### src/rtl/amuxbus_bbm_sequencer.sv
// Break-before-make sequencer for the AMUXBUS_A/AMUXBUS_B pad-ring buses.
// Each bus has its own round-robin arbiter and switch FSM, gated by a synchronized VDDA good.

// state | meaning
// IDLE  | all switches open, waiting for an eligible client while enabled
// MAKE  | owner's switch closed, settling before the grant is given
// CONN  | owner's switch closed and granted
// BRK   | all switches open, break-before-make gap before the next closure
module amuxbus_bbm_bus #(
  parameter int N_CLIENTS     = 4,
  parameter int BBM_CYCLES    = 4,
  parameter int SETTLE_CYCLES = 8,
  parameter int CNT_W         = 8
) (
  input  logic                 clock,
  input  logic                 resetb,
  input  logic                 en,
  input  logic [N_CLIENTS-1:0] req,
  input  logic [N_CLIENTS-1:0] elig,
  output logic [N_CLIENTS-1:0] sw,
  output logic [N_CLIENTS-1:0] gnt,
  output logic [N_CLIENTS-1:0] owned,
  output logic                 busy
);
  localparam int OW = (N_CLIENTS > 1) ? $clog2(N_CLIENTS) : 1;

  typedef enum logic [1:0] {IDLE, MAKE, CONN, BRK} state_t;

  state_t          state;
  logic [OW-1:0]   owner;
  logic [OW-1:0]   ptr;
  logic [OW-1:0]   winner;
  logic [OW-1:0]   cand;
  logic            any_elig;
  logic [CNT_W-1:0] cnt;
  int              idx;

  function automatic logic [N_CLIENTS-1:0] onehot(input logic [OW-1:0] o);
    logic [N_CLIENTS-1:0] v;
    v    = '0;
    v[o] = 1'b1;
    return v;
  endfunction

  // Walk from farthest to nearest so the client closest above ptr is the last one kept.
  always_comb begin
    winner   = ptr;
    any_elig = 1'b0;
    idx      = 0;
    cand     = '0;
    for (int k = N_CLIENTS; k >= 1; k--) begin
      idx  = (int'(ptr) + k) % N_CLIENTS;
      cand = OW'(idx);
      if (elig[cand]) begin
        winner   = cand;
        any_elig = 1'b1;
      end
    end
  end

  assign owned = (state != IDLE) ? onehot(owner) : '0;

  always_ff @(posedge clock or negedge resetb) begin
    if (!resetb) begin
      state <= IDLE;
      owner <= '0;
      ptr   <= OW'(N_CLIENTS - 1);
      cnt   <= '0;
      sw    <= '0;
      gnt   <= '0;
      busy  <= 1'b0;
    end else begin
      case (state)
        IDLE: begin
          if (en && any_elig) begin
            owner <= winner;
            cnt   <= CNT_W'(SETTLE_CYCLES - 1);
            sw    <= onehot(winner);
            busy  <= 1'b1;
            state <= MAKE;
          end
        end
        MAKE: begin
          if (!req[owner] || !en) begin
            cnt   <= CNT_W'(BBM_CYCLES - 1);
            sw    <= '0;
            state <= BRK;
          end else if (cnt == '0) begin
            ptr   <= owner;
            gnt   <= onehot(owner);
            state <= CONN;
          end else begin
            cnt <= cnt - 1'b1;
          end
        end
        CONN: begin
          if (!req[owner] || !en) begin
            cnt   <= CNT_W'(BBM_CYCLES - 1);
            sw    <= '0;
            gnt   <= '0;
            state <= BRK;
          end
        end
        BRK: begin
          if (cnt == '0) begin
            busy  <= 1'b0;
            state <= IDLE;
          end else begin
            cnt <= cnt - 1'b1;
          end
        end
        default: begin
          sw    <= '0;
          gnt   <= '0;
          busy  <= 1'b0;
          state <= IDLE;
        end
      endcase
    end
  end
endmodule

module amuxbus_bbm_sequencer #(
  parameter int N_CLIENTS     = 4,
  parameter int BBM_CYCLES    = 4,
  parameter int SETTLE_CYCLES = 8,
  parameter int CNT_W         = 8
) (
  input  logic                 clock,
  input  logic                 resetb,
  input  logic                 vdda_good,
  input  logic [N_CLIENTS-1:0] req_a,
  input  logic [N_CLIENTS-1:0] req_b,
  output logic [N_CLIENTS-1:0] sw_a,
  output logic [N_CLIENTS-1:0] sw_b,
  output logic [N_CLIENTS-1:0] gnt_a,
  output logic [N_CLIENTS-1:0] gnt_b,
  output logic                 busy_a,
  output logic                 busy_b
);
  logic                 vdda_meta;
  logic                 en_sync;
  logic [N_CLIENTS-1:0] owned_a;
  logic [N_CLIENTS-1:0] owned_b;
  logic [N_CLIENTS-1:0] elig_a;
  logic [N_CLIENTS-1:0] elig_b;

  always_ff @(posedge clock or negedge resetb) begin
    if (!resetb) begin
      vdda_meta <= 1'b0;
      en_sync   <= 1'b0;
    end else begin
      vdda_meta <= vdda_good;
      en_sync   <= vdda_meta;
    end
  end

  // A client asking for both buses is only offered bus A.
  assign elig_a = req_a & ~owned_b;
  assign elig_b = req_b & ~req_a & ~owned_a;

  amuxbus_bbm_bus #(
    .N_CLIENTS(N_CLIENTS), .BBM_CYCLES(BBM_CYCLES),
    .SETTLE_CYCLES(SETTLE_CYCLES), .CNT_W(CNT_W)
  ) u_bus_a (
    .clock(clock), .resetb(resetb), .en(en_sync), .req(req_a), .elig(elig_a),
    .sw(sw_a), .gnt(gnt_a), .owned(owned_a), .busy(busy_a)
  );

  amuxbus_bbm_bus #(
    .N_CLIENTS(N_CLIENTS), .BBM_CYCLES(BBM_CYCLES),
    .SETTLE_CYCLES(SETTLE_CYCLES), .CNT_W(CNT_W)
  ) u_bus_b (
    .clock(clock), .resetb(resetb), .en(en_sync), .req(req_b), .elig(elig_b),
    .sw(sw_b), .gnt(gnt_b), .owned(owned_b), .busy(busy_b)
  );
endmodule
### config.mk
export PLATFORM = sky130hd
export DESIGN_NAME = amuxbus_bbm_sequencer
export DESIGN_NICKNAME = d
export VERILOG_FILES = /design/src/rtl/amuxbus_bbm_sequencer.sv
export SDC_FILE = /design/constraint.sdc
export NUM_CORES = 1
export LEC_CHECK = 0
export BUFFER_PORTS_ARGS = -buffer_cell sky130_fd_sc_hd__buf_2
export CAP_MARGIN = 10
export CORE_MARGIN = 3
export CORE_UTILIZATION = 60
export DETAILED_ROUTE_END_ITERATION = 10
export PLACE_DENSITY = 0.77
export SLEW_MARGIN = 20
export SYNTH_ARGS = -nofsm -noshare
export SYNTH_HDL_FRONTEND = slang
export SYNTH_SLANG_ARGS = --single-unit
### constraint.sdc
create_clock -name clock -period 4.5 [get_ports clock]
set_input_delay 1.35 -clock clock [delete_from_list [all_inputs] [get_ports clock]]
set_output_delay 1.35 -clock clock [all_outputs]
set_load 0.03 [all_outputs]
== Word-level counts from Yosys, hierarchy flattened ==
Index checks and enable logic that the tools add are counted.

* $add $sub $neg: 10
* Multipliers: 0
* Divide/modulo/power cells: 0
* Order comparisons: 16
* Equal/unequal tests: 20
* Shifts and indexed selects: 0
* Muxes and demuxes: 86
* Bitwise logic cells: 8
* Reductions and logical operators: 39

{| class="wikitable"
|+ Operators with widths
! operator !! number
|-
| two-way mux 8 bit || 8
|-
| case mux 8 bit (4 select lines) || 2
|-
| two-way mux 4 bit || 10
|-
| < comparator 2 x 3 -> 1 bit (second input constant) || 12
|-
| two-way mux 2 bit || 18
|-
| case mux 4 bit (2 select lines) || 4
|-
| two-way mux 1 bit || 26
|-
| binary-select mux 1 bit (select 2 bit) || 10
|-
| != test 2 x 1 -> 1 bit (second input constant) || 10
|-
| AND reduction 3 bit || 6
|-
| logical NOT 8 bit || 2
|-
| case mux 2 bit (4 select lines) || 2
|-
| AND reduction 4 bit || 4
|-
| nonzero test 2 bit || 8
|-
| subtractor 8 x 1 -> 8 bit (second input constant) || 2
|-
| AND 4 bit || 3
|-
| NOT 4 bit || 3
|-
| adder 2 x 1 -> 2 bit (second input constant) || 4
|-
| adder 2 bit (second input constant) || 4
|-
| demux 1 bit (select 2 bit) || 4
|-
| == test 2 bit (second input constant) || 4
|-
| greater-or-equal comparator 2 x 1 -> 1 bit (second input constant) || 4
|-
| AND reduction 2 bit || 4
|-
| logical AND 1 bit || 6
|-
| 9 further kinds || 19
|}

* Register bits after elaboration: 48
* Latch bits: 0
* Memory bits (writable): 0
* ROM bits: 0
* Bits of input ports: 11
* Output and inout port bits: 18
* Memories: 0

== Logic depth before layout (Yosys ltp) ==
* Depth in word-level cells: 19
* Mapped depth: 9
* Depth with buffers taken out: 7

== By module ==
A second synthesis with hierarchy kept.

* Cells, all modules: 321
* Area, all modules: 3123.0 µm²

{| class="wikitable"
|+ Modules (own cells, without submodules)
! module !! times used !! cells each !! area an instance (µm²) !! seq. area each (µm²)
|-
| amuxbus_bbm_bus (u_bus_a) || 1 || 164 || 1581.5 || 578.1
|-
| amuxbus_bbm_bus (u_bus_b) || 1 || 147 || 1406.3 || 578.1
|-
| amuxbus_bbm_sequencer || 1 || 10 || 135.1 || 50.0
|}

== Least setup slack after synthesis ==
No wires, ideal clock.

* Kind: in2reg
* Start point: input port req_b[3]
* End point: register u_bus_b.state[0]
* Data arrival time: 2.824 ns
* Data required time: 4.377 ns
* Setup slack: 1.553 ns
* Stages: 5
* Buffers on the path: 0
* Path through: mux4_2 -> a31oi_4 -> nor2_1 -> a2111o_1 -> o221a_1

* Word-level cells in the longest chain between the ends: 11

{| class="wikitable"
|+ Ends and longest elaborated chain
! what !! RTL line !! text
|-
| from (decl) || 133 || <nowiki>input logic [N_CLIENTS-1:0] req_b,</nowiki>
|-
| AND 4 bit (2 in series) || 160 || <nowiki>assign elig_b = req_b & ~req_a & ~owned_a;</nowiki>
|-
| binary-select mux 1 bit (select 2 bit) || 54 || <nowiki>if (elig[cand]) begin</nowiki>
|-
| two-way mux 1 bit (implied by the code) || 54 ||
|-
| two-way mux 1 bit (4 in series) || 54 ||
|-
| logical AND 1 bit || 75 || <nowiki>if (en && any_elig) begin</nowiki>
|-
| != test 2 x 1 -> 1 bit (no line) || - ||
|-
| AND reduction 4 bit (no line) || - ||
|-
| to (signal assigned) || 65 || <nowiki>state <= IDLE;</nowiki>
|-
| to (signal assigned) || 80 || <nowiki>state <= MAKE;</nowiki>
|-
| to (signal assigned) || 87 || <nowiki>state <= BRK;</nowiki>
|-
| to (decl) || 29 || <nowiki>state_t state;</nowiki>
|}

Several ways; a longest one is shown, not always the timed one. The select of a mux whose other input is x is not followed.
A chain may end at the register's enable or synchronous reset.

== Worst setup path in the final report ==
Ends and elaborated chain as after synthesis.

==> run summary <==
core outline area - 4880 µm²
Yosys reg bits - 48
DR DRC count - 0
Post-synth EDFFs - 0
critical path startpoint category - primary input
Synth Instances - 329
Setup Viol. Count Final - 0
crit-path max FO - 6
vias in the first global route - 2,376
Clock Tree Buf Depth - 2
sw power - 1.19 mW
Post-CTS Hold Buffers - 0
total die area - 6130 µm²
Max VDD drop - 0.359 mV
RSZ-0062 raised after global routing - false
final instance area - 3470 µm²
P_int - 1.44 mW
first-pass GRT wire length - 11,400 µm
DRT iter0 DRCs - 191
Final Hold Violating Endpoints - 0
CTS H-Tree Depth - 2
Synth Net Count - 353
post-CTS setup buffer count - 0
Worst-Skew Late Latency - 0.30 ns
worst setup path class - primary input to register
I/O pin total - 29
GRT Overall Usage - 23.0%
Resized cells post-CTS - 0
total gr overflow - 0
FFs w/ async S/R, synth - 100%
Vias - 2,683
clock sink total - 48
Vias/cell - 6.37
Cell variety after synth - 69
largest net degree at the start of global routing - 49
Synth Flop Type - dfrtp_1
Comb pwr share - 54.3%
Die X-Extent - 78.3 µm
routed len/inst - 15.9 µm
worst slew pin tran - 0.743 ns
FF-to-FF path depth - 7
static leakage - 1.50 nW
Post-DP HPWL - 4810 µm
root buf cell - clkbuf_8
Pre-antenna DRT Iters - 4
crit-path leading delay family - compound AO/OA/AOI/OAI gates
sequential share of the synthesized area - 38.5%
gpl congestion - 0.851
port bufs - 28
CTS tree - yes
top cell type's share of synthesized area - 35.1%
Worst Skew - 0.00667 ns
Ys Warns - 0
top cells by count, synth - dfrtp_1 (44), nor2_1 (25), o21ai_0 (24)
initial antenna violation count - 0
PD cells - 756 nW/µm²
P&R area growth vs syn - 10.6%
Max Slew Vio Count - 0
hold depth - 0
Core Util, Final - 71.1%
FP Rows - 25
starting density of the core - 64.3%
sum of negative setup slack - 0 ns
final wirelength - 6690 µm
fmax - 347 MHz
Buf/Inv on CP - 1
largest area contributor in the netlist - dfrtp_1
antenna-violating nets left - 0
cts bufs inserted - 5
DP Area - 3310 µm²
switching share of total power - 45.3%
status - complete, no violations
# diodes - 0
data required time at the worst endpoint - 4.69 ns
fraction of power consumed by the clock network - 16.2%
Tot Pwr - 2.62 mW
most frequent cell after synthesis - dfrtp_1
Layout Nets - 377
Reg clk slew, reported paths - 0.09 ns
Final period util - 64.1%
path category of the worst min-delay check - register to register
Area contributors post-synth - dfrtp_1 (35%), ha_1 (5.2%), o21ai_0 (3.8%)
Synth Cell Area - 3140 µm²
min Tclk post-route - 2.88 ns
sequential power share - 29.5%
Worst path depth - 6
proportion of layout cells with a drive suffix above 1 - 19.2%
Max Cap Violations - 0
slowest CP cell - mux4_2
crit path cell chain - buf_2, mux4_2, a31oi_4, nor2_1, a2111o_1, o221a_1
Critical Path Max Stage Delay - 0.56 ns
PnR worst setup slack - 1.62 ns
Slew Limit Headroom - 50.5%
CP Capture Type - register
Die Y - 78.3 µm
syn avg cell area - 9.53 µm²
pre-CTS setup slack - 1.35 ns
arrival time worst endpoint - 3.07 ns
[worst paths after layout]
path	startpoint	to	slack, ns
max	req_b[3]	u_bus_b.state[0]	1.62
min	vdda_meta	en_sync	0.36
max reg2reg	u_bus_b.state[0]	u_bus_a.state[0]	1.66
min reg2reg	vdda_meta	en_sync	0.36
max in group asynchronous	resetb	u_bus_b.cnt[3]	3.03
min in group asynchronous	resetb	u_bus_a.cnt[5]	1.03
[layer usage]
metal  GRT usage [%]  part of all wire, %  up-vias
li1                -                    -     1307
met1            35.7                   51     1300
met2            33.6                   44       72
met3            3.90                  4.9        4
met4            5.24                 0.90        0
met5               0                    0        -
[metrics by stage]
stage,std cells,hold slack (ns)
2_1_floorplan,329,0.331
3_3_place_gp,413,0.332
3_5_place_dp,413,0.340
4_1_cts,421,0.361
5_1_grt,421,0.376
6_report,421,0.358
[state kept, by name, summed over array words and instances (netlist names)]
| register | count |
|---|---|
| u_bus_a.busy | 1 |
| u_bus_a.sw | 4 |
| en_sync | 1 |
| u_bus_b.owner | 2 |
| u_bus_a.owner | 2 |
| vdda_meta | 1 |
| u_bus_b.ptr | 2 |
| u_bus_a.state | 2 |
| u_bus_a.gnt | 4 |
| u_bus_b.gnt | 4 |
| u_bus_b.state | 2 |
| u_bus_b.cnt | 8 |
| u_bus_a.cnt | 8 |
| u_bus_b.busy | 1 |
| u_bus_b.sw | 4 |
| u_bus_a.ptr | 2 |
[final cells by class]
type                    instances  area (µm²)
flip-flops and latches         48        1210
clock inverters                 3        90.1
well taps                      67        83.8
clock buffers                   5        68.8
multi-input cells             249        1800
repair buffers                 29         150
inverters                      20        75.1
fillers                       386        1410
[cell families after synthesis]
kind of cell             synth area share [%]
AO/OA/AOI/OAI                            26.5
flip-flops                               38.5
adder cells (fa/ha/maj)                  5.19
XOR/XNOR                                0.279
AND/OR/NAND/NOR                          19.6
multiplexers                             5.66
buffers and inverters                    4.31
[power by group through the flow]
stage,combinational (mW),clock [mW],sequential [mW]
finish,1.42,0.426,0.773
global route,1.57,0.456,0.802
CTS,1.41,0.431,0.771
detailed placement,1.40,0,0.777
global placement,1.38,0,0.774
floorplan,1.10,0,0.785
[worst reg2reg max path, cell delays in order, from the launching register on]
cell	delay, ns
dfrtp_1	0.43
inv_1	0.16
ha_1	0.67
nor4b_2	0.14
nor4b_2	0.54
o32ai_2	0.28
a2111oi_2	0.38
a211oi_1	0.12
[layout by cell type, fill, tap and decap left out, types with 3 or more instances in the layout]
| cell type | synthesis | routed |
|---|---|---|
| o41ai_1 | 4 | 4 |
| o2bb2ai_1 | 7 | 7 |
| mux2_2 | 9 | 9 |
| a21o_1 | 3 | 3 |
| nor2b_1 | 6 | 6 |
| nand2_1 | 19 | 19 |
| nor3b_1 | 3 | 3 |
| or3_1 | 4 | 4 |
| nor3_1 | 9 | 9 |
| nor4_1 | 6 | 6 |
| a31oi_1 | 4 | 4 |
| clkbuf_8 | 0 | 5 |
| dfstp_2 | 4 | 4 |
| o22ai_1 | 6 | 6 |
| dfrtp_1 | 44 | 44 |
| ha_1 | 13 | 13 |
| a211oi_1 | 6 | 6 |
| nand2b_1 | 7 | 7 |
| bufinv_16 | 0 | 3 |
| o31ai_1 | 8 | 8 |
| o211ai_1 | 3 | 3 |
| buf_2 | 3 | 27 |
| nand3_1 | 8 | 8 |
| a32o_1 | 3 | 3 |
| a21oi_1 | 15 | 15 |
| inv_1 | 20 | 20 |
| a22o_1 | 4 | 4 |
| nor2_1 | 25 | 25 |
| o21ai_0 | 24 | 24 |
Power figures use the tool's default switching activity.
